## src/rtl/db_scan_pkg.sv

```systemverilog
// Shared constants and the round-robin pick helper for the time-multiplexed debounce controller.
package db_scan_pkg;

    localparam int NUM_CH_DEF     = 4;
    localparam int SAMPLE_DIV_DEF = 30;
    localparam int STABLE_CNT_DEF = 4;
    localparam int CH_W           = $clog2(NUM_CH_DEF);
    localparam int CNT_W          = $clog2(STABLE_CNT_DEF);
    localparam int MAX_CH         = 16;

    // First set bit of pending at or after rr_ptr, walking circularly over num_ch channels.
    function automatic logic [3:0] rr_pick(input logic [15:0] pending,
                                           input logic [3:0]  rr_ptr,
                                           input logic [4:0]  num_ch);
        logic [3:0] idx;
        logic       found;
        rr_pick = rr_ptr;
        idx     = rr_ptr;
        found   = 1'b0;
        for (int i = 0; i < MAX_CH; i++) begin
            if (!found && (5'(i) < num_ch) && pending[idx]) begin
                rr_pick = idx;
                found   = 1'b1;
            end else begin
                found = found;
            end
            if ({1'b0, idx} == (num_ch - 5'd1)) begin
                idx = 4'd0;
            end else begin
                idx = idx + 4'd1;
            end
        end
    endfunction

endpackage

```

## src/rtl/db_scan_ctrl_arb.sv

```systemverilog
// Round-robin arbiter: per-channel pending bits feeding one registered valid/ready event port.
module db_rr_arb
    import db_scan_pkg::*;
#(
    parameter int NUM_CH = NUM_CH_DEF
) (
    input  logic                      clk_i,
    input  logic                      rst_i,
    input  logic [NUM_CH-1:0]         rise_i,
    output logic                      evt_valid_o,
    output logic [$clog2(NUM_CH)-1:0] evt_ch_o,
    input  logic                      evt_ready_i,
    output logic                      evt_overflow_o
);

    localparam int CHW = $clog2(NUM_CH);

    logic [NUM_CH-1:0] pending_r;
    logic [CHW-1:0]    rr_ptr_r;
    logic              valid_r;
    logic [CHW-1:0]    ch_r;
    logic              overflow_r;

    logic              accept_s;
    logic              load_s;
    logic [CHW-1:0]    sel_s;
    logic [CHW-1:0]    rr_nxt_s;
    logic [NUM_CH-1:0] clr_s;
    logic [NUM_CH-1:0] pend_nxt_s;
    logic              ovf_s;

    // Selection, pending update (a new rise beats a same-cycle clear) and overflow detection.
    always_comb begin
        accept_s = valid_r & evt_ready_i;
        load_s   = (~valid_r | accept_s) & (|pending_r);
        sel_s    = CHW'(rr_pick(16'(pending_r), 4'(rr_ptr_r), 5'(NUM_CH)));
        clr_s    = {NUM_CH{1'b0}};
        rr_nxt_s = rr_ptr_r;
        if (load_s) begin
            clr_s[sel_s] = 1'b1;
            rr_nxt_s     = (sel_s == CHW'(NUM_CH - 1)) ? {CHW{1'b0}} : sel_s + CHW'(1);
        end else begin
            clr_s = {NUM_CH{1'b0}};
        end
        pend_nxt_s = (pending_r & ~clr_s) | rise_i;
        ovf_s      = |(rise_i & pending_r & ~clr_s);
    end

    // Pending bits, rr pointer, sticky overflow and the held output register.
    always_ff @(posedge clk_i) begin
        if (rst_i) begin
            pending_r  <= {NUM_CH{1'b0}};
            rr_ptr_r   <= {CHW{1'b0}};
            valid_r    <= 1'b0;
            ch_r       <= {CHW{1'b0}};
            overflow_r <= 1'b0;
        end else begin
            pending_r  <= pend_nxt_s;
            rr_ptr_r   <= rr_nxt_s;
            overflow_r <= overflow_r | ovf_s;
            if (load_s) begin
                valid_r <= 1'b1;
                ch_r    <= sel_s;
            end else if (accept_s) begin
                valid_r <= 1'b0;
            end else begin
                valid_r <= valid_r;
            end
        end
    end

    assign evt_valid_o    = valid_r;
    assign evt_ch_o       = ch_r;
    assign evt_overflow_o = overflow_r;

endmodule

```

## src/rtl/db_scan_ctrl.sv

```systemverilog
// Shared debounce controller: one prescaler and scan pointer service NUM_CH integrators,
// and rising events are funnelled through a round-robin valid/ready port.
module db_scan_ctrl
    import db_scan_pkg::*;
#(
    parameter int NUM_CH     = NUM_CH_DEF,
    parameter int SAMPLE_DIV = SAMPLE_DIV_DEF,
    parameter int STABLE_CNT = STABLE_CNT_DEF
) (
    input  logic                      clk_i,
    input  logic                      rst_i,
    input  logic [NUM_CH-1:0]         sw_i,
    input  logic                      en_i,
    output logic [NUM_CH-1:0]         db_level_o,
    output logic [NUM_CH-1:0]         db_tick_o,
    output logic                      evt_valid_o,
    output logic [$clog2(NUM_CH)-1:0] evt_ch_o,
    input  logic                      evt_ready_i,
    output logic                      evt_overflow_o
);

    localparam int CHW   = $clog2(NUM_CH);
    localparam int CNTW  = $clog2(STABLE_CNT);
    localparam int DIV_W = $clog2(SAMPLE_DIV);

    logic [DIV_W-1:0]  div_r;
    logic [CHW-1:0]    ch_idx_r;
    logic [NUM_CH-1:0] sync1_r;
    logic [NUM_CH-1:0] sync2_r;
    logic [CNTW-1:0]   cnt_r [NUM_CH];
    logic [NUM_CH-1:0] level_r;
    logic [NUM_CH-1:0] tick_r;

    logic              strobe_s;
    logic              sample_s;
    logic              cur_lvl_s;
    logic [CNTW-1:0]   cur_cnt_s;
    logic [CNTW-1:0]   cnt_nxt_s;
    logic              flip_s;
    logic [NUM_CH-1:0] rise_s;

    assign strobe_s = en_i && (div_r == DIV_W'(SAMPLE_DIV - 1));

    // Prescaler and scan pointer; both freeze while en_i is low.
    always_ff @(posedge clk_i) begin
        if (rst_i) begin
            div_r    <= {DIV_W{1'b0}};
            ch_idx_r <= {CHW{1'b0}};
        end else if (strobe_s) begin
            div_r    <= {DIV_W{1'b0}};
            ch_idx_r <= (ch_idx_r == CHW'(NUM_CH - 1)) ? {CHW{1'b0}} : ch_idx_r + CHW'(1);
        end else if (en_i) begin
            div_r    <= div_r + DIV_W'(1);
            ch_idx_r <= ch_idx_r;
        end else begin
            div_r    <= div_r;
            ch_idx_r <= ch_idx_r;
        end
    end

    // Two-flop synchronizer on the raw switch inputs.
    always_ff @(posedge clk_i) begin
        if (rst_i) begin
            sync1_r <= {NUM_CH{1'b0}};
            sync2_r <= {NUM_CH{1'b0}};
        end else begin
            sync1_r <= sw_i;
            sync2_r <= sync1_r;
        end
    end

    // Integrator decision for the channel under the scan pointer.
    always_comb begin
        sample_s  = sync2_r[ch_idx_r];
        cur_lvl_s = level_r[ch_idx_r];
        cur_cnt_s = cnt_r[ch_idx_r];
        cnt_nxt_s = {CNTW{1'b0}};
        flip_s    = 1'b0;
        rise_s    = {NUM_CH{1'b0}};
        if (sample_s == cur_lvl_s) begin
            cnt_nxt_s = {CNTW{1'b0}};
        end else if (cur_cnt_s == CNTW'(STABLE_CNT - 1)) begin
            flip_s = 1'b1;
        end else begin
            cnt_nxt_s = cur_cnt_s + CNTW'(1);
        end
        if (strobe_s && flip_s && !cur_lvl_s) begin
            rise_s[ch_idx_r] = 1'b1;
        end else begin
            rise_s = {NUM_CH{1'b0}};
        end
    end

    // Integrator counters, debounced levels and the rising tick.
    always_ff @(posedge clk_i) begin
        if (rst_i) begin
            for (int i = 0; i < NUM_CH; i++) begin
                cnt_r[i] <= {CNTW{1'b0}};
            end
            level_r <= {NUM_CH{1'b0}};
            tick_r  <= {NUM_CH{1'b0}};
        end else begin
            tick_r <= rise_s;
            if (strobe_s) begin
                cnt_r[ch_idx_r] <= cnt_nxt_s;
                if (flip_s) begin
                    level_r[ch_idx_r] <= ~cur_lvl_s;
                end else begin
                    level_r <= level_r;
                end
            end else begin
                level_r <= level_r;
            end
        end
    end

    assign db_level_o = level_r;
    assign db_tick_o  = tick_r;

    db_rr_arb #(
        .NUM_CH (NUM_CH)
    ) u_arb (
        .clk_i          (clk_i),
        .rst_i          (rst_i),
        .rise_i         (rise_s),
        .evt_valid_o    (evt_valid_o),
        .evt_ch_o       (evt_ch_o),
        .evt_ready_i    (evt_ready_i),
        .evt_overflow_o (evt_overflow_o)
    );

endmodule

```

## config.mk

```make
export PLATFORM = sky130hd
export DESIGN_NAME = db_scan_ctrl
export DESIGN_NICKNAME = d
export VERILOG_FILES = /design/src/rtl/db_scan_pkg.sv /design/src/rtl/db_scan_ctrl_arb.sv /design/src/rtl/db_scan_ctrl.sv
export SDC_FILE = /design/constraint.sdc
export NUM_CORES = 1
export LEC_CHECK = 0
export ABC_AREA = 1
export BUFFER_PORTS_ARGS = -buffer_cell sky130_fd_sc_hd__buf_2
export CAP_MARGIN = 20
export CELL_PAD_IN_SITES_DETAIL_PLACEMENT = 0
export CELL_PAD_IN_SITES_GLOBAL_PLACEMENT = 1
export CORE_UTILIZATION = 25
export CTS_CLUSTER_SIZE = 8
export DETAILED_ROUTE_END_ITERATION = 12
export PLACE_DENSITY_LB_ADDON = 0.1
export SYNTH_ARGS = -nofsm -noshare
export SYNTH_HDL_FRONTEND = slang
export SYNTH_SLANG_ARGS = --single-unit
```

## constraint.sdc

```tcl
create_clock -name clk_i -period 2.4 [get_ports clk_i]
set_clock_uncertainty 0.2 [all_clocks]
set_input_delay 0.24 -clock clk_i [delete_from_list [all_inputs] [get_ports clk_i]]
set_output_delay 0.24 -clock clk_i [all_outputs]
set_load 0.005 [all_outputs]
```

# --- After elaboration in Yosys (flattened, before gate mapping) ---
# Memory sizes are Yosys's and may differ from the RTL's. A register that Yosys moved wholly into a read port is not among the register bits.
# Cells that the tools add are included.
classes:
  n_reduce_logical: 18
  eq_ne: 8
  n_addsub: 7
  muxes: 46
  magnitude_cmp: 8
  bitwise: 11
ops:
  columns: ["cell", "count"]
  rows:
  - ["$mux 2", 11]
  - ["$mux 1", 21]
  - ["$mux 4", 4]
  - ["$lt 4x5->1 const B", 3]
  - ["$and 4x4->4", 3]
  - ["$bmux 1 s4", 3]
  - ["$add 4x1->4 const B", 2]
  - ["$eq 2x2->1 const B", 4]
  - ["$eq 4x2->1 const B", 2]
  - ["$logic_and 1x1->1", 8]
  - ["$reduce_or 4->1", 2]
  - ["$add 2x1->2 const B", 3]
  - ["$bmux 1 s2", 3]
  - ["$lt 2x3->1 const B", 2]
  - ["$add 5x1->5 const B", 1]
  - ["$eq 5x5->1 const B", 1]
  - ["$lt 2x5->1 const B", 1]
  - ["$bwmux 4", 1]
  - ["$demux 1 s2", 2]
  - ["$ge 2x1->1 const B", 2]
  - ["$logic_not 1->1", 4]
  - ["$not 4->4", 1]
  - ["$or 4x4->4", 1]
  - ["$reduce_or 2->1", 2]
  - ["8 further kinds", 11]
word_totals:
  output_inout_bits: 12
  mem_count: 1
  regBits: 33
  word_cells: 110
  inputBits: 8
  mem_bits_rw: 8
memory_table:
  columns: ["name", "depth", "word_bits", "read_ports", "rd_ports_with_merged_regs", "write_ports", "line_no", "source"]
  rows:
  - ["cnt_r", 4, 2, 1, 1, 4, "db_scan_ctrl.sv:30", "logic [CNTW-1:0] cnt_r [NUM_CH];"]

# --- Depth between registers and ports, before layout ---
# Gate-level depths: netlist of the first run.
logic_depth:
  ltp_word: 21
  ltp_mapped: 22
  mapped_depth_nobuf: 22

# --- Cells and area by module ---
# From an unflattened synthesis of the first run, not the netlist that was laid out.
hier_totals:
  cells_unflattened: 301
  area_unflattened_um2: 2323.5
by_module_without_submodules:
  columns: ["mod", "seq_area_each_um2", "instances", "area_per_inst_um2", "cells_per_inst"]
  rows:
  - ["db_scan_ctrl", 740.7, 1, 1550.2, 183]
  - ["db_rr_arb", 200.2, 1, 773.2, 118]

# --- Worst setup path before layout of the first run ---
# No wires, ideal clock.
synth_path:
  kind: "reg2reg"
  startpoint: "register u_arb.rr_ptr_r[0]"
  endpoint: "register u_arb.overflow_r, in the netlist u_arb.evt_overflow_o"
  t_arrival_ns: 2.197
  stages_incl_launch_ff: 20
  t_required_ns: 2.072
  synth_period_minus_slack_ns: 2.525
  path_buffers: 0
  path_slack_ns: -0.125
  setup_time_ns: 0.128
  path_cell_list: "dfxtp_1 ha_1 inv_2 nor2_1 nand2_1 nand2_1 inv_1 nand2_1 inv_1 nand2_1 nand2_1 o21ai_2 ha_1 inv_1 o21ai_0 inv_1 nand2_1 o211ai_1 nor2_1 nor2_1"
synth_between:
  elab_chain_len: 21
  word_cells_on_any_way: 39
  cone_classes: "add/sub (3); order compare (2); eq/ne (3); mux (20); bitwise (3); reduce/logical (8)"
synth_lines:
  columns: ["item", "line_no", "source"]
  rows:
  - ["start, declared", "db_scan_ctrl_arb.sv:19", "logic [CHW-1:0] rr_ptr_r;"]
  - ["start signal, assigned", "db_scan_ctrl_arb.sv:53", "rr_ptr_r <= {CHW{1'b0}};"]
  - ["start signal, assigned", "db_scan_ctrl_arb.sv:59", "rr_ptr_r <= rr_nxt_s;"]
  - ["parallel branches: the longest is 11 deep, another holds $add 4x1->4", null, null]
  - ["$mux 2 *", "db_scan_pkg.sv:21", "if (!found && (5'(i) < num_ch) && pending[idx]) begin"]
  - ["$lt 2x3->1 (not written as such) / $ge 2x1->1 (equally long branches)", "db_scan_ctrl_arb.sv:40", "clr_s[sel_s] = 1'b1;"]
  - ["$logic_and 1x1->1 (not written as such)", "db_scan_ctrl_arb.sv:40", null]
  - ["$mux 1 (not written as such)", "db_scan_ctrl_arb.sv:40", null]
  - ["$demux 1 s2 *", null, null]
  - ["$mux 4 *", "db_scan_ctrl_arb.sv:39", "if (load_s) begin"]
  - ["$not 4->4 *", "db_scan_ctrl_arb.sv:46", "ovf_s = |(rise_i & pending_r & ~clr_s);"]
  - ["$and 4x4->4 *", "db_scan_ctrl_arb.sv:46", null]
  - ["$reduce_or 4->1 *", "db_scan_ctrl_arb.sv:46", null]
  - ["$or 1x1->1 *", "db_scan_ctrl_arb.sv:60", "overflow_r <= overflow_r | ovf_s;"]
  - ["end signal, assigned", "db_scan_ctrl_arb.sv:60", null]
  - ["end, declared", "db_scan_ctrl_arb.sv:22", "logic overflow_r;"]
# Mark *: on every way between the ends. The select of a mux whose other input is x is not followed.
# A chain may end at the register's enable or synchronous reset.

# --- Worst setup path after layout of the first run ---
# Same ends and word-level chain as after synthesis.

==> results of run 1 <==
==> sequential cells by signal, indices dropped and copies added (netlist names), named ones only <==
name,cells
sync2_r,4
u_arb.pending_r,4
sync1_r,4
u_arb.evt_overflow_o,1
db_level_o,4
u_arb.evt_valid_o,1
ch_idx_r,2
cnt_r,8
div_r,5
u_arb.rr_ptr_r,2
u_arb.evt_ch_o,2
db_tick_o,4
==> power groups by stage <==
stage          clock network [mW]  registers (mW)  logic, mW
2_1_floorplan                   0           0.770     0.0331
3_3_place_gp                    0           0.772     0.0484
3_5_place_dp                    0           0.772     0.0484
4_1_cts                     0.475           0.754     0.0535
5_1_grt                     0.501           0.756     0.0612
6_report                    0.452           0.754     0.0524
==> layer usage <==
metal	share of wire [%]	GRT usage, %	vias to the layer above
met5	0	0	-
met4	1.3	4.62	0
met3	2.5	2.67	5
met2	48	21.9	23
met1	48	14.9	826
li1	-	-	988
==> worst max-delay path, cell delays in order (launching register included) <==
cell and delay [ns]:
dfxtp_4 0.37, ha_4 0.32, inv_6 0.06, nor2_4 0.08, nand2_1 0.07, nand2_2 0.09
inv_2 0.05, nand2_4 0.07, inv_4 0.04, nand2_2 0.05, nand2_2 0.07, o21ai_4 0.18
ha_2 0.20, inv_2 0.03, o21ai_2 0.15, inv_1 0.06, nand2_1 0.07, o211ai_1 0.08
nor2_1 0.10, nor2_1 0.05
==> through the flow <==
step | cells | setup TNS [ns] | setup WS [ns] | hold WS (ns)
after floorplan | 288 | 0 | 0.0158 | 0.147
after global placement | 424 | -0.597 | -0.269 | 0.189
after detailed placement | 424 | -0.677 | -0.299 | 0.194
after CTS | 441 | -0.0924 | -0.0864 | 0.0280
after global routing | 444 | -0.572 | -0.295 | 0.0348
final | 444 | -0.0765 | -0.0765 | 0.0227
==> worst max path at each step <==
stage | start | endpoint | slack [ns] | cells after the start
2_1_floorplan | u_arb.rr_ptr_r[0] | u_arb.evt_overflow_o | 0.02 | 19
3_3_place_gp | u_arb.rr_ptr_r[0] | u_arb.evt_overflow_o | -0.27 | 19
3_5_place_dp | u_arb.rr_ptr_r[0] | u_arb.evt_overflow_o | -0.30 | 19
4_1_cts | u_arb.rr_ptr_r[0] | u_arb.evt_overflow_o | -0.09 | 19
5_1_grt | u_arb.rr_ptr_r[0] | u_arb.evt_overflow_o | -0.30 | 18
6_report | u_arb.rr_ptr_r[0] | u_arb.evt_overflow_o | -0.08 | 19
==> area by class of cell <==
type	instances	share of cell area [%]
repair buffers	46	11.7
inverters	51	7.00
clock buffers	6	2.55
well taps	105	4.62
clock inverters	2	0.440
multi-input cells	191	40.4
flip-flops and latches	43	33.3
==> what timing repair did <==
| action | 4_1_cts | 5_1_grt |
|---|---|---|
| gates resized for setup | 28 | 36 |
| buffers inserted | 5 | 3 |
| hold endpoints to repair | 4 | 0 |
| endpoints found under the setup margin | 6 | 6 |
| pin swaps | 21 | 20 |
| hold buffers | 4 | 0 |
==> cell usage in the layout (no fill, tap or decap), types with 5 or more instances in the layout <==
master,instances
a21oi_1,11
buf_2,19
buf_4,19
clkbuf_8,5
dfxtp_1,33
edfxtp_1,8
ha_1,7
inv_1,39
inv_2,10
nand2_1,52
nand2_2,20
nand3_1,9
nor2_1,42
o21ai_0,5
o21ai_2,5
==> logic make-up (layout without fill, tap and decap cells) <==
logic type	Yosys count	count (layout)
flip-flops	43	43
multiplexers	1	1
buffers and inverters	54	105
adder cells (fa/ha/maj)	12	12
XOR/XNOR	4	4
AO/OA/AOI/OAI	30	30
AND/OR/NAND/NOR	144	144
==> flow_metrics.tcl, run 1 <==
set metrics [dict create \
    clockBufferDepth 2 \
    syn2layout_area_growth_pct 33.6 \
    combPwrFrac_pct 4.2 \
    violations "setup timing" \
    reg2reg_setup_slack_ns -0.08 \
    regArea_um2 946 \
    ir_drop_mv 0.237 \
    cts_tree "built" \
    gr-usage-all-layers_pct 12.5 \
    drive_above_1_share_pct 32.7 \
    maxSlewHeadroom_pct 77.1 \
    synth.cell_area_mm2 0.00213 \
    synth.area.top_cells "dfxtp_1 33%, nand2_1 13%, edfxtp_1 11%" \
    synthFlopType "dfxtp_1" \
    synth_top_area_share_pct 32.9 \
    internal-power_mw 0.973 \
    antenna_cells 0 \
    core_mm2 0.00822 \
    layout.nets 358 \
    crit_type "reg -> reg" \
    dp_hpwl_um 3720 \
    yosysMostFrequentCell "nand2_1" \
    min_to "u_arb.pending_r[3]" \
    fmax_ghz 0.404 \
    synth_warnings 0 \
    switching_power_mw 0.286 \
    post-route-period-util_pct 103 \
    synth.distinct_cells 26 \
    whs_path_depth 2 \
    synth-edff-count 8 \
    setup_ws_ns -0.0765 \
    fp.dieArea_mm2 0.00888 \
    fillers 864 \
    synth_top_family_by_area "simple AND/OR/NAND/NOR gates" \
    io_buffers 19 \
    grt_pass1_vias 1885 \
    start_kind "register" \
    drt_iter0_drc 29 \
    placedInstanceArea_mm2 0.00248 \
    setup_viol 1 \
    pwr-share-clk_pct 35.9 \
    hold_path_class "in -> reg" \
    yosys_register_bits 43 \
    sw_frac_of_total_pct 22.7 \
    synthMuxAreaShare_pct 0.471 \
    io_pins 20 \
    period_minus_slack_ns 2.48 \
    num_vias 1842 \
    critical_path_required_ns 2.39 \
    h-tree-depth 2 \
    antenna_found_initial 0 \
    synth.largest_area_cell "dfxtp_1" \
    clkTransAtPathRegs_ns 0.08 \
    gp_congestion 0.735 \
    multi_input_area_mm2 0.00115 \
    seq_power_share_pct 59.9 \
    finalHoldViolCount 0 \
    cts.sinks 43 \
    std_cell_rows 33 \
    status "finished with violations" \
    design_area_mm2 0.00284 \
    worstRegToRegCells 19 \
    syn-num-nets 308 \
    grt_pass1_wl_um 8550 \
    routedWlPerCell_um 11.1 \
    synth-seq-area-share_pct 44.2 \
    critPathCaptureType "register" \
    critical_path_arrival_ns 2.47 \
    first_pass_iters 6 \
    min_from "rst_i" \
    synth_cells 288 \
    grt_start_max_net_pins 19 \
    die_y_um 94.2 \
    power_density_mw_per_mm2 443 \
    clockRootBuffer "clkbuf_8" \
    rsz0062_at_grt "true" \
    drcViolationCount 0 \
    synth-compound-area-share_pct 8.00 \
    cp_max_fo 5 \
    synthAdderAreaFrac_pct 7.06 \
    wirelength_um 4910 \
    synth-simple-area-share_pct 29.1 \
    tightest_slew_ns 0.343 \
    post_synth_xor_area_fraction_pct 1.65 \
    total_power_mw 1.26 \
    numCtsBuffers 5 \
    start_util_pct 25.9 \
    yosys-top-cells-count "71 x nand2_1, 47 x inv_1, 46 x nor2_1" \
    grt_overflow 0 \
    r2r_start "u_arb.rr_ptr_r[0]" \
    leakagePower_nw 1.31 \
    r2r-end "u_arb.evt_overflow_o" \
    die_w_um 94.2 \
    final_antenna_net_count 0 \
    ys_async_sr_fraction_pct 0 \
    clk_latency_ns 0.30 \
    drv_cap 0 \
    via_per_inst 4.15 \
    syn_avg_cell_area_um2 7.39 \
    drv_slew 0 \
    utilization_pct 34.6 \
]
Power figures use the tool's default switching activity.
==> inputs of run 2 (changes only) <==
--- a/config.mk
+++ b/config.mk
@@ -10,10 +10,11 @@
 export CAP_MARGIN = 20
 export CELL_PAD_IN_SITES_DETAIL_PLACEMENT = 0
 export CELL_PAD_IN_SITES_GLOBAL_PLACEMENT = 1
-export CORE_UTILIZATION = 25
+export CORE_UTILIZATION = 43
 export CTS_CLUSTER_SIZE = 8
 export DETAILED_ROUTE_END_ITERATION = 12
 export PLACE_DENSITY_LB_ADDON = 0.1
 export SYNTH_ARGS = -nofsm -noshare
 export SYNTH_HDL_FRONTEND = slang
 export SYNTH_SLANG_ARGS = --single-unit
+export TNS_END_PERCENT = 100
==> constraint.sdc (replaced) <==
create_clock -name clk_i -period 2.6 [get_ports clk_i]
set_clock_uncertainty 0.2 [all_clocks]
set_input_delay 0.26 -clock clk_i [delete_from_list [all_inputs] [get_ports clk_i]]
set_output_delay 0.26 -clock clk_i [all_outputs]
set_load 0.005 [all_outputs]
==> run 2 against run 1 <==
Against the previous run:
- the flow now finishes without violations
- clock-buffer cell count grew 1
- worst hold slack improved by 0.080 ns
- die area is 41% lower
- routed wire length shrank 13%
- largest cell class unchanged
- via count decreased by 2.0%
- clock power is 3% lower
- setup slack gained 0.20 ns
- fmax hardly changed
- highest routed layer unchanged
- first-iteration DRC count grew to 3.6 times the previous value
==> flow_metrics.tcl, run 2 (synthesized netlist as in run 1, its figures left out) <==
set metrics [dict create \
    numCtsBuffers 5 \
    pre_cts_ws_ns -0.110 \
    use_met1_pct 24.2 \
    post-route-period-util_pct 95.3 \
    final_antenna_net_count 0 \
    use_met2_pct 27.8 \
    fp.dieArea_mm2 0.00523 \
    placedInstanceArea_mm2 0.00238 \
    maxSlewHeadroom_pct 74.9 \
    hold_path_class "in -> reg" \
    die_w_um 72.3 \
    use_met3_pct 3.33 \
    tightest_slew_ns 0.376 \
    layout.nets 351 \
    fmax_ghz 0.403 \
    critical_path_arrival_ns 2.47 \
    period_minus_slack_ns 2.48 \
    gr-usage-all-layers_pct 17.9 \
    crit_type "reg -> reg" \
    core_mm2 0.00475 \
    grt_pass1_wl_um 7290 \
    drcViolationCount 0 \
    start_util_pct 44.7 \
    fillers 468 \
    crit_chain "ha_4 > inv_1 > nand2_4 > nand2_1 > nand3_2 > nand2_2 > nor2_1 > nand2_2 > inv_2 > nand2_2 > nand2_2 > o21ai_4 > ha_1 > inv_1 > o21ai_2 > inv_1 > nand2_1 > o211ai_1 > nor2_1 > nor2_1" \
    setup_ws_ns 0.122 \
    die_y_um 72.3 \
    rsz0062_at_grt "true" \
    routedWlPerCell_um 10.7 \
    clockBufferDepth 2 \
    cts.sinks 43 \
    first_pass_iters 4 \
    top_usage_layer "met2" \
    total_power_mw 1.19 \
    io_pins 20 \
    clkTransAtPathRegs_ns 0.08 \
    via_per_inst 4.52 \
    wirelength_um 4250 \
    largest_reg_flops 8 \
    syn2layout_area_growth_pct 24.1 \
    grt_start_max_net_pins 24 \
    cp_top_family "simple AND/OR/NAND/NOR gates" \
    dp_cells 383 \
    layout_common_cells "61 x nand2_1, 45 x nor2_1, 44 x inv_1" \
    drv_slew 0 \
    timing.hold.ws_ns 0.102 \
    antenna_cells 0 \
    clockRootBuffer "clkbuf_8" \
    std_cell_rows 25 \
    drv_cap 0 \
    critPathBufInv 4 \
    cpMaxStageDelayCell "dfxtp_2" \
    grt_overflow 0 \
    cp_max_fo 5 \
    power_density_mw_per_mm2 449 \
    critical_path_required_ns 2.59 \
    setup_viol 0 \
    design_area_mm2 0.00264 \
    critPathCaptureType "register" \
    io_buffers 19 \
    antenna_found_initial 0 \
    reg_top3 "cnt_r (8), div_r (5)" \
    h-tree-depth 2 \
    ir_drop_mv 0.316 \
    gp_congestion 0.782 \
    drt_iter0_drc 104 \
    leakagePower_nw 1.28 \
    stdcell_count 399 \
    status "complete, no violations" \
    num_vias 1805 \
    regMostFlops "cnt_r" \
    path_common_cell "nand2_2" \
    max_stage_delay_ns 0.34 \
    drive_above_1_share_pct 23.8 \
    start_kind "register" \
    dp_hpwl_um 3070 \
    grt_pass1_vias 1698 \
    layout_commonest_cell "nand2_1" \
    clk_latency_ns 0.29 \
    cts_tree "built" \
    finalHoldViolCount 0 \
]
-- run 2: changes by cell type in the layout (fill, tap and decap cells not counted), sizes merged --
cell,before,now
clkbuf,6,7
buf,42,35
clkinvlp,1,0
-- run 2: layer usage --
layer	wire length, µm	vias up
li1	-	978
met1	2160	792
met2	1900	28
met3	124	7
met4	68	0
met5	0	-
-- run 2: path summary, 6_finish.rpt --
path / startpoint / end / slack, ns / cells after the start
worst max-delay path: u_arb.rr_ptr_r[0] / u_arb.evt_overflow_o / 0.12 / 20
worst min-delay path: en_i / div_r[0] / 0.10 / 3
worst max register to register: u_arb.rr_ptr_r[0] / u_arb.evt_overflow_o / 0.12 / 20
worst min register to register: sync1_r[1] / sync2_r[1] / 0.20 / 2
-- run 2: report_power, final --
part           switching (mW)  internal (mW)  leakage (nW)
logic                  0.0282         0.0204         0.868
clock network           0.223          0.218        0.0484
registers             0.00547          0.691         0.363
total                   0.256          0.929          1.28
-- run 2: what timing repair did --
| item | in CTS | in global routing |
|---|---|---|
| gates cloned | 0 | 0 |
| resized for setup | 4 | 29 |
| endpoints found under the setup margin | 3 | 4 |
| setup buffers | 0 | 4 |
| pin swaps | 0 | 12 |
| endpoints found under the hold margin | 4 | 0 |
| hold buffers | 4 | 0 |
-- run 2: stage by stage --
| stage | utilization (%) | TNS, ns |
|---|---|---|
| finish | 55.5 | 0 |
| global route | 55.5 | -0.112 |
| CTS | 53.3 | 0 |
| detailed placement | 50.2 | -0.185 |
| global placement | 50.2 | -0.0322 |
| floorplan | - | 0 |
-- run 2: tightest hold or removal path, delay by kind of cell --
kind	cells	cell delay, ns
simple gates	2	0.16
buf+inv	1	0.13
-- run 2: layout make-up --
type / instances / area (µm²) / share of cell area [%]
Multi-Input combinational cell: 191 / 1070 / 40.4
Sequential cell: 43 / 943 / 35.7
Timing Repair Buffer: 39 / 255 / 9.67
Inverter: 51 / 196 / 7.44
Clock buffer: 7 / 86.3 / 3.27
Tap cell: 67 / 83.8 / 3.18
Clock inverter: 1 / 8.76 / 0.332
==> inputs of run 3 (changes only) <==
--- a/config.mk
+++ b/config.mk
@@ -10,10 +10,12 @@
 export CAP_MARGIN = 20
 export CELL_PAD_IN_SITES_DETAIL_PLACEMENT = 0
 export CELL_PAD_IN_SITES_GLOBAL_PLACEMENT = 1
+export CORE_MARGIN = 10
 export CORE_UTILIZATION = 43
 export CTS_CLUSTER_SIZE = 8
 export DETAILED_ROUTE_END_ITERATION = 12
 export PLACE_DENSITY_LB_ADDON = 0.1
+export RECOVER_POWER = 50
 export SYNTH_ARGS = -nofsm -noshare
 export SYNTH_HDL_FRONTEND = slang
 export SYNTH_SLANG_ARGS = --single-unit
==> run 3 against run 2 <==
Against the previous run:
- cell count fell by 2.0%
- sequential power barely moved
- utilization fell by 1.7 points
- routed wire length rose by 3.0%
- total power fell by 0.67%
- clock power fell by 1%
- first-iteration DRC count fell by 37%
- flip-flop and latch count did not move
- via count fell by 1.6%
- non-clock buffer count fell by 8
- combinational power fell by 4%
- critical endpoint unchanged
- die area rose by 56%
- critical path type unchanged
==> flow_metrics.tcl, run 3 (synthesized netlist as in run 1, its figures left out) <==
set metrics [dict create \
    status "complete, no violations" \
    leakagePower_nw 1.17 \
    start_kind "register" \
    cts.sinks 43 \
    regMostFlops "cnt_r" \
    post-route-period-util_pct 94.0 \
    clockBufferDepth 2 \
    antenna_found_initial 0 \
    gp_congestion 0.875 \
    stdcell_count 391 \
    wirelength_um 4380 \
    r2r-end "u_arb.evt_overflow_o" \
    drt_iter0_drc 66 \
    cts_tree "built" \
    fin_tns_setup_ns 0 \
    io_pins 20 \
    crit_type "reg -> reg" \
    dp_hpwl_um 3250 \
    antenna_cells 0 \
    cpMaxStageDelayCell "dfxtp_4" \
    io_buffers 19 \
    critPathCaptureType "register" \
    ir_drop_mv 0.430 \
    routedWlPerCell_um 11.2 \
    fmax_ghz 0.409 \
    layout_commonest_cell "nand2_1" \
    total_power_mw 1.18 \
    critical_path_required_ns 2.58 \
    drv_cap 0 \
    fillers 498 \
    grt_pass1_vias 1736 \
    worstRegToRegCells 16 \
    crit_start "u_arb.rr_ptr_r[1]" \
    cp-endpoint "u_arb.evt_overflow_o" \
    reg2reg_setup_slack_ns 0.16 \
    period_minus_slack_ns 2.44 \
    reg_top3 "cnt_r (8), div_r (5)" \
    clk_latency_ns 0.29 \
    finalHoldViolCount 0 \
    layout_common_cells "62 x nand2_1, 44 x nor2_1, 42 x inv_1" \
    via_per_inst 4.54 \
    layout.nets 343 \
    hold_path_class "in -> reg" \
    final_antenna_net_count 0 \
    num_vias 1777 \
    maxSlewHeadroom_pct 75.9 \
    dp_cells 378 \
    die_w_um 90.3 \
    largest_reg_flops 8 \
    setup_ws_ns 0.156 \
    gr-usage-all-layers_pct 10.9 \
    grt_overflow 0 \
    path_common_cell "nor2_1" \
    setup_viol 0 \
    tightest_slew_ns 0.361 \
    core_mm2 0.00475 \
    critical_path_arrival_ns 2.43 \
    r2r_start "u_arb.rr_ptr_r[1]" \
    start_util_pct 44.7 \
    drv_slew 0 \
    drive_above_1_share_pct 19.1 \
    fp.dieArea_mm2 0.00816 \
    power_density_mw_per_mm2 460 \
    std_cell_rows 25 \
    first_pass_iters 4 \
    numCtsBuffers 5 \
    crit_chain "ha_4 > buf_4 > nand3_2 > nand2_2 > nand2_1 > o21ai_1 > nor2_1 > o21ai_4 > ha_2 > inv_1 > o21ai_2 > inv_1 > nand2_1 > o211ai_1 > nor2_1 > nor2_1" \
    h-tree-depth 2 \
    die_y_um 90.3 \
    clkTransAtPathRegs_ns 0.08 \
    grt_start_max_net_pins 25 \
    multi_input_area_mm2 0.00106 \
    utilization_pct 53.8 \
    drcViolationCount 0 \
    syn2layout_area_growth_pct 20.4 \
    clockRootBuffer "clkbuf_8" \
    regArea_um2 946 \
    cp_max_fo 4 \
    max_stage_delay_ns 0.36 \
    pre_cts_ws_ns -0.0960 \
    grt_pass1_wl_um 7630 \
]
run 3: cell count changes in the layout (fill, tap and decap cells not counted), moves of 2 or more:
cell and delta:
buf_2 -11, buf_4 -8, clkbuf_1 +11, inv_1 -2
inv_2 +3, inv_4 -2
run 3: layer usage:
layer | vias to the layer above | GRT usage (%) | share of wire (%)
li1 | 956 | - | -
met4 | 0 | 3.71 | 0.52
met3 | 2 | 3.66 | 4.1
met1 | 792 | 14.0 | 52
met5 | - | 0 | 0
met2 | 27 | 16.6 | 44
run 3: worst min-delay path by stage:
stage	startpoint	to	depth (start not counted)
6_report	en_i	div_r[0]	3
4_1_cts	en_i	div_r[0]	3
5_1_grt	en_i	div_r[0]	3
2_1_floorplan	sw_i[0]	sync1_r[0]	2
3_3_place_gp	sync1_r[3]	sync2_r[3]	2
3_5_place_dp	sync1_r[0]	sync2_r[0]	2
run 3: final cells by class:
class,count,area share (%)
clock buffer,7,3.37
clock inverter,1,0.342
inverter,51,7.67
multi-input combinational,191,41.3
sequential,43,37.0
tap,67,3.27
timing repair buffer,31,7.09
run 3: stage by stage:
step | hold slack [ns] | area (µm²)
after detailed placement | 0.195 | 2350
after floorplan | 0.167 | 2130
after global placement | 0.190 | 2350
after CTS | 0.0922 | 2490
final | 0.102 | 2560
after global routing | 0.124 | 2560
run 3: worst max-delay path, delay by kind of cell, from the launching register on:
kind                       cells  cell delay, ns
and+or+nand+nor                7            0.56
AOI/OAI and AO/OA              4            0.52
adders and majority gates      2            0.50
DFF                            1            0.36
buffers and inverters          3            0.21
run 3: timing repair:
item | 4_1_cts | 5_1_grt
endpoints found under the setup margin | 1 | 3
setup buffers | 0 | 1
gates cloned | 0 | 0
hold buffers | 4 | 0
endpoints found under the hold margin | 4 | 0
gates resized for setup | 3 | 33
pin swaps | 0 | 9
run 3: where the power goes:
part	total (mW)	internal (mW)	switching [mW]
registers	0.696	0.690	0.00556
clock network	0.435	0.218	0.217
logic	0.0468	0.0198	0.0270
